--- src/rtl/ltpi_pkg.sv ---
// Shared LTPI capability types and limits used by the parameterization block.
package ltpi_pkg;

   typedef struct packed {
      logic [15:0] speed;
      logic [9:0]  nl_gpio;
      logic [5:0]  i2c;
      logic [3:0]  uart;
      logic        data_ch;
   } ltpi_cap_t;

   localparam int LTPI_MAX_NL_GPIO = 1023;
   localparam int LTPI_MAX_I2C     = 6;
   localparam int LTPI_MAX_UART    = 4;

   function automatic logic [9:0] ltpi_min10(input logic [9:0] a, input logic [9:0] b);
      return (a < b) ? a : b;
   endfunction

endpackage

--- src/rtl/ltpi_speed_select.sv ---
// 16-bit highest-set-bit priority encoder for link speed selection.
module ltpi_speed_select (
   input  logic [15:0] req,
   output logic [3:0]  idx,
   output logic        none
);
   always_comb begin
      idx  = '0;
      none = (req == '0);
      for (int i = 0; i < 16; i++) begin
         if (req[i]) idx = 4'(i);
      end
   end
endmodule

--- src/rtl/ltpi_parameterize.sv ---
// LTPI capability advertise/negotiation: local caps from parameters, registered operational config.
// Optional data channel support is enabled by defining LTPI_DATA_CHANNEL_EN.
module ltpi_parameterize
   import ltpi_pkg::*;
#(
   parameter bit          ROLE_CONTROLLER = 1'b1,
   parameter logic [15:0] SPEED_CAP       = 16'h0001,
   parameter int          NUM_NL_GPIO     = 64,
   parameter int          NUM_I2C         = 6,
   parameter int          NUM_UART        = 2
) (
   input  logic        clk,
   input  logic        reset_n,
   input  logic        clear,
   input  logic        remote_valid,
   input  logic [15:0] remote_speed_cap,
   input  logic [9:0]  remote_nl_gpio,
   input  logic [5:0]  remote_i2c_en,
   input  logic [3:0]  remote_uart_en,
   input  logic        remote_data_ch,
   output logic [15:0] local_speed_cap,
   output logic [9:0]  local_nl_gpio,
   output logic [5:0]  local_i2c_en,
   output logic [3:0]  local_uart_en,
   output logic        local_data_ch,
   output logic [3:0]  oper_speed_idx,
   output logic [9:0]  oper_nl_gpio,
   output logic [5:0]  oper_i2c_en,
   output logic [3:0]  oper_uart_en,
   output logic        oper_data_ch,
   output logic        cfg_done,
   output logic        cfg_error
);

   if (SPEED_CAP[0] == 1'b0 || NUM_NL_GPIO < 0 || NUM_NL_GPIO > LTPI_MAX_NL_GPIO ||
       NUM_I2C < 0 || NUM_I2C > LTPI_MAX_I2C || NUM_UART < 0 || NUM_UART > LTPI_MAX_UART) begin : g_bad_param
      $fatal(1, "ltpi_parameterize: invalid capability parameters");
   end

`ifdef LTPI_DATA_CHANNEL_EN
   localparam logic LOC_DATA_CH = 1'b1;
`else
   localparam logic LOC_DATA_CH = 1'b0;
`endif

   localparam ltpi_cap_t LOC_CAP = '{
      speed:   SPEED_CAP,
      nl_gpio: 10'(NUM_NL_GPIO),
      i2c:     6'((1 << NUM_I2C) - 1),
      uart:    4'((1 << NUM_UART) - 1),
      data_ch: LOC_DATA_CH
   };

   ltpi_cap_t rem_cap;
   logic [3:0] sel_idx;
   logic       sel_none;
   logic       tgt_accept;

   logic [3:0] spd_idx_q, spd_idx_d;
   logic [9:0] nl_gpio_q, nl_gpio_d;
   logic [5:0] i2c_q, i2c_d;
   logic [3:0] uart_q, uart_d;
   logic       data_ch_q, data_ch_d;
   logic       done_q, done_d;
   logic       err_q, err_d;

   // Masking with the local capability makes remote_data_ch a don't-care when the feature is off.
   assign rem_cap = '{
      speed:   remote_speed_cap,
      nl_gpio: remote_nl_gpio,
      i2c:     remote_i2c_en,
      uart:    remote_uart_en,
      data_ch: remote_data_ch & LOC_DATA_CH
   };

   ltpi_speed_select u_speed_select (
      .req  (LOC_CAP.speed & rem_cap.speed),
      .idx  (sel_idx),
      .none (sel_none)
   );

   // Target accepts only a single selected speed that we support and subsets of our caps.
   assign tgt_accept = (rem_cap.speed != '0) &&
                       ((rem_cap.speed & (rem_cap.speed - 16'd1)) == '0) &&
                       !sel_none &&
                       (rem_cap.nl_gpio <= LOC_CAP.nl_gpio) &&
                       ((rem_cap.i2c & ~LOC_CAP.i2c) == '0) &&
                       ((rem_cap.uart & ~LOC_CAP.uart) == '0) &&
                       ((rem_cap.data_ch & ~LOC_CAP.data_ch) == 1'b0);

   always_comb begin
      spd_idx_d = spd_idx_q;
      nl_gpio_d = nl_gpio_q;
      i2c_d     = i2c_q;
      uart_d    = uart_q;
      data_ch_d = data_ch_q;
      done_d    = done_q;
      err_d     = err_q;
      if (clear) begin
         spd_idx_d = '0;
         nl_gpio_d = '0;
         i2c_d     = '0;
         uart_d    = '0;
         data_ch_d = 1'b0;
         done_d    = 1'b0;
         err_d     = 1'b0;
      end else if (remote_valid) begin
         if (ROLE_CONTROLLER ? sel_none : !tgt_accept) begin
            done_d = 1'b0;
            err_d  = 1'b1;
         end else begin
            spd_idx_d = sel_idx;
            nl_gpio_d = ROLE_CONTROLLER ? ltpi_min10(LOC_CAP.nl_gpio, rem_cap.nl_gpio) : rem_cap.nl_gpio;
            i2c_d     = ROLE_CONTROLLER ? (LOC_CAP.i2c & rem_cap.i2c) : rem_cap.i2c;
            uart_d    = ROLE_CONTROLLER ? (LOC_CAP.uart & rem_cap.uart) : rem_cap.uart;
            data_ch_d = LOC_CAP.data_ch & rem_cap.data_ch;
            done_d    = 1'b1;
            err_d     = 1'b0;
         end
      end
   end

   always_ff @(posedge clk or negedge reset_n) begin
      if (!reset_n) begin
         spd_idx_q <= '0;
         nl_gpio_q <= '0;
         i2c_q     <= '0;
         uart_q    <= '0;
         data_ch_q <= 1'b0;
         done_q    <= 1'b0;
         err_q     <= 1'b0;
      end else begin
         spd_idx_q <= spd_idx_d;
         nl_gpio_q <= nl_gpio_d;
         i2c_q     <= i2c_d;
         uart_q    <= uart_d;
         data_ch_q <= data_ch_d;
         done_q    <= done_d;
         err_q     <= err_d;
      end
   end

   assign local_speed_cap = LOC_CAP.speed;
   assign local_nl_gpio   = LOC_CAP.nl_gpio;
   assign local_i2c_en    = LOC_CAP.i2c;
   assign local_uart_en   = LOC_CAP.uart;
   assign local_data_ch   = LOC_CAP.data_ch;

   assign oper_speed_idx  = spd_idx_q;
   assign oper_nl_gpio    = nl_gpio_q;
   assign oper_i2c_en     = i2c_q;
   assign oper_uart_en    = uart_q;
   assign oper_data_ch    = data_ch_q;
   assign cfg_done        = done_q;
   assign cfg_error       = err_q;

endmodule

--- config.mk ---
export PLATFORM = sky130hd
export DESIGN_NAME = ltpi_parameterize
export DESIGN_NICKNAME = d
export VERILOG_FILES = /design/src/rtl/ltpi_pkg.sv /design/src/rtl/ltpi_speed_select.sv /design/src/rtl/ltpi_parameterize.sv
export SDC_FILE = /design/constraint.sdc
export NUM_CORES = 1
export LEC_CHECK = 0
export ABC_CLOCK_PERIOD_IN_PS = 1800
export CORE_MARGIN = 2
export CORE_UTILIZATION = 35
export DETAILED_ROUTE_END_ITERATION = 10
export PLACE_DENSITY = 0.95
export SLEW_MARGIN = 20
export SYNTH_ARGS = -nofsm -noshare
export SYNTH_HDL_FRONTEND = slang
export SYNTH_SLANG_ARGS = --single-unit
--- constraint.sdc ---
create_clock -name clk -period 1.8 [get_ports clk]
set_input_delay 0.36 -clock clk [delete_from_list [all_inputs] [get_ports clk]]
set_output_delay 0.36 -clock clk [all_outputs]
set_load 0.02 [all_outputs]
==> flow_summary.yaml <==
run_status:
  status: "completed"
clocking:
  htreeDepth: 1
  clk_latency_ns: 0.29
  cts_resized: 0
  clock-root-buffer: "clkbuf_4"
  hold_buffers: 0
  cts_buffer_depth: 2
  clock_sinks: 20
  clkTransAtPathRegs_ns: 0.11
  post-cts-setup-buffers: 0
  cts_tree: "yes"
  cts-buffers-inserted: 3
timing:
  tightest_slew_ns: 0.5482
  finalWorstSetupSlack_ns: 0.1503
  fmax_mhz: 606.2
  hold_violations: 0
  period_share: 0.9165
  setup_violations: 0
  clock_skew_ns: 0
  period_minus_slack_ns: 1.650
  maxSlewViolCount: 0
  rsz0062_at_grt: "no"
  slew_headroom: 0.6334
  finalSetupTns_ns: 0
  timing.hold.ws_ns: 0.3879
placement:
  placed_cell_area_um2: 1555
  port_buffers: 42
  post-dp-hpwl_um: 1806
  dpl_worst_slack_ns: 0.06895
  gp_congestion: 0.6986
synthesis:
  synthDistinctLibCells: 19
  seq_area_frac_synth: 0.3972
  yosysTopAreaCell: "dfrtp_1"
  synthArstFlopShare: 1.000
  yosysWarnings: 0
  ys_seq_elements: 20
  avgSynthCellArea_um2: 9.618
  synth_top_area_share: 0.3972
  postSynthCellCount: 131
  synth_edf_count: 0
  synth_ff_type: "dfrtp_1"
  synth_area_leaders: "dfrtp_1, buf_4, a21bo_2, nand4b_1, o32ai_1"
  synthesis.area_um2: 1260
detailed_routing:
  num_vias: 890
  via_per_inst: 4.120
  drt_wl_total_um: 2349
  drc: 0
  final_antenna_net_count: 0
  wl_per_cell_um: 10.88
  drt-initial-drc-count: 67
  first_pass_iters: 3
grt:
  grt_pass1_vias: 722
  grt_pass1_wl_um: 3532
  grt_max_degree: 26
  grt_util_all_layers: 0.1128
  antenna_found_initial: 0
  grt.overflow.total: 0
worst_setup_path:
  r2r_slack_ns: 1.02
  worst-path-max-fanout: 2
  slowest_stage: "clkdlybuf4s50_1"
  r2r_start: "oper_uart_en[0]"
  crit_required_ns: 1.44
  r2r_cells: 2
  cp_cell_sequence: "clkdlybuf4s50_1"
  max_stage_delay_ns: 0.62
  cp_data_arrival_time_ns: 1.29
  r2r-end: "oper_uart_en[0]"
  crit_family: "buffers and inverters"
  path_buf_inv: 1
  cp-end-kind: "output pin"
  cp-start-kind: "flop"
  criticalPathCategory: "flop to output pin"
layout:
  antenna_cells: 0
  fin_nets: 212
  fin_util: 0.4695
  final_common_cell: "conb_1"
  final_cell_mix: "conb_1, clkdlybuf4s50_1, dfrtp_1, a21oi_1"
  stdcell_area_um2: 1592
  area_delta_synth_final_pct: 26.32
  drive_above_1_share: 0.1000
power_and_ir_drop:
  combPwrFrac: 0.255
  peakVddDrop_uv: 312.3
  p_clk_frac: 0.262
  seqPwrFrac: 0.483
  leakage_nw: 0.6999
  powerDensity_nw_per_um2: 607.4
  intPower_mw: 0.6752
  power_switching_mw: 0.2914
  switching_share: 0.3015
floorplan:
  core_area_um2: 3390
  initial_core_util: 0.3717
  die_w_um: 64
  design.die.area_um2: 4096
  pin_count: 105
  std_cell_rows: 21
  fp.dieH_um: 64
hold_path:
  hold_class: "input port to asynchronous set/reset pin"
flow_run:
  cap_viol_max_count: 0
## final cells by class
class / instances / area (µm²)
clock buffers: 4 / 36.28
well taps: 46 / 57.56
multi-input cells: 93 / 516.7
flip-flops and latches: 20 / 500.5
repair buffers: 47 / 457.9
inverters: 6 / 22.52
fillers: 327 / 1798
## cell usage after synthesis, drive strengths merged, types with 2 or more instances
cell type,instances
nand2b,2
nand3,8
a21oi,10
conb,2
inv,6
nand4b,6
nor3b,3
dfrtp,20
clkbuf,2
o32ai,6
a21bo,8
buf,52
## power groups by stage
stage,Combinational [mW],Clock (mW),Sequential (mW)
2_1_floorplan,0.207,0,0.492
3_3_place_gp,0.244,0,0.476
3_5_place_dp,0.247,0,0.476
4_1_cts,0.247,0.266,0.467
5_1_grt,0.265,0.283,0.469
6_report,0.247,0.253,0.467
## cells by family (layout without fill, tap and decap cells)
group | after synthesis | in the layout | synth area share
AO/OA/AOI/OAI | 25 | 25 | 0.1509
buffers and inverters | 60 | 57 | 0.3178
flip-flops | 20 | 20 | 0.3972
multiplexers | 1 | 1 | 0.007945
other | 2 | 44 | 0.005961
AND/OR/NAND/NOR | 23 | 23 | 0.1202
## worst max-delay path by stage
stage / start / to / slack [ns] / cells after the start
floorplan: remote_nl_gpio[9] / oper_nl_gpio[0] / 0.59 / 3
global placement: remote_nl_gpio[9] / oper_nl_gpio[3] / 0.11 / 3
detailed placement: remote_nl_gpio[9] / oper_nl_gpio[3] / 0.07 / 3
CTS: oper_nl_gpio[3] / oper_nl_gpio[3] / 0.12 / 1
global route: oper_nl_gpio[3] / oper_nl_gpio[3] / 0.09 / 1
finish: oper_nl_gpio[3] / oper_nl_gpio[3] / 0.15 / 1
## routing by layer
layer,part of all wire,GRT usage
met1,0.40,0.1365
met2,0.51,0.1836
met3,0.087,0.04577
met4,0.0089,0.03261
met5,0,0
## registers in the layout, indices dropped and copies added (netlist names)
register and cells:
oper_nl_gpio 10, cfg_error 1, cfg_done 1, oper_i2c_en 6
oper_uart_en 2
## per-stage QoR
stage               total power [mW]  std cells
finish                        0.9666        216
global route                   1.018        216
CTS                           0.9803        216
detailed placement            0.7227        212
global placement              0.7200        212
floorplan                     0.6990        173
Power figures use the tool's default switching activity.
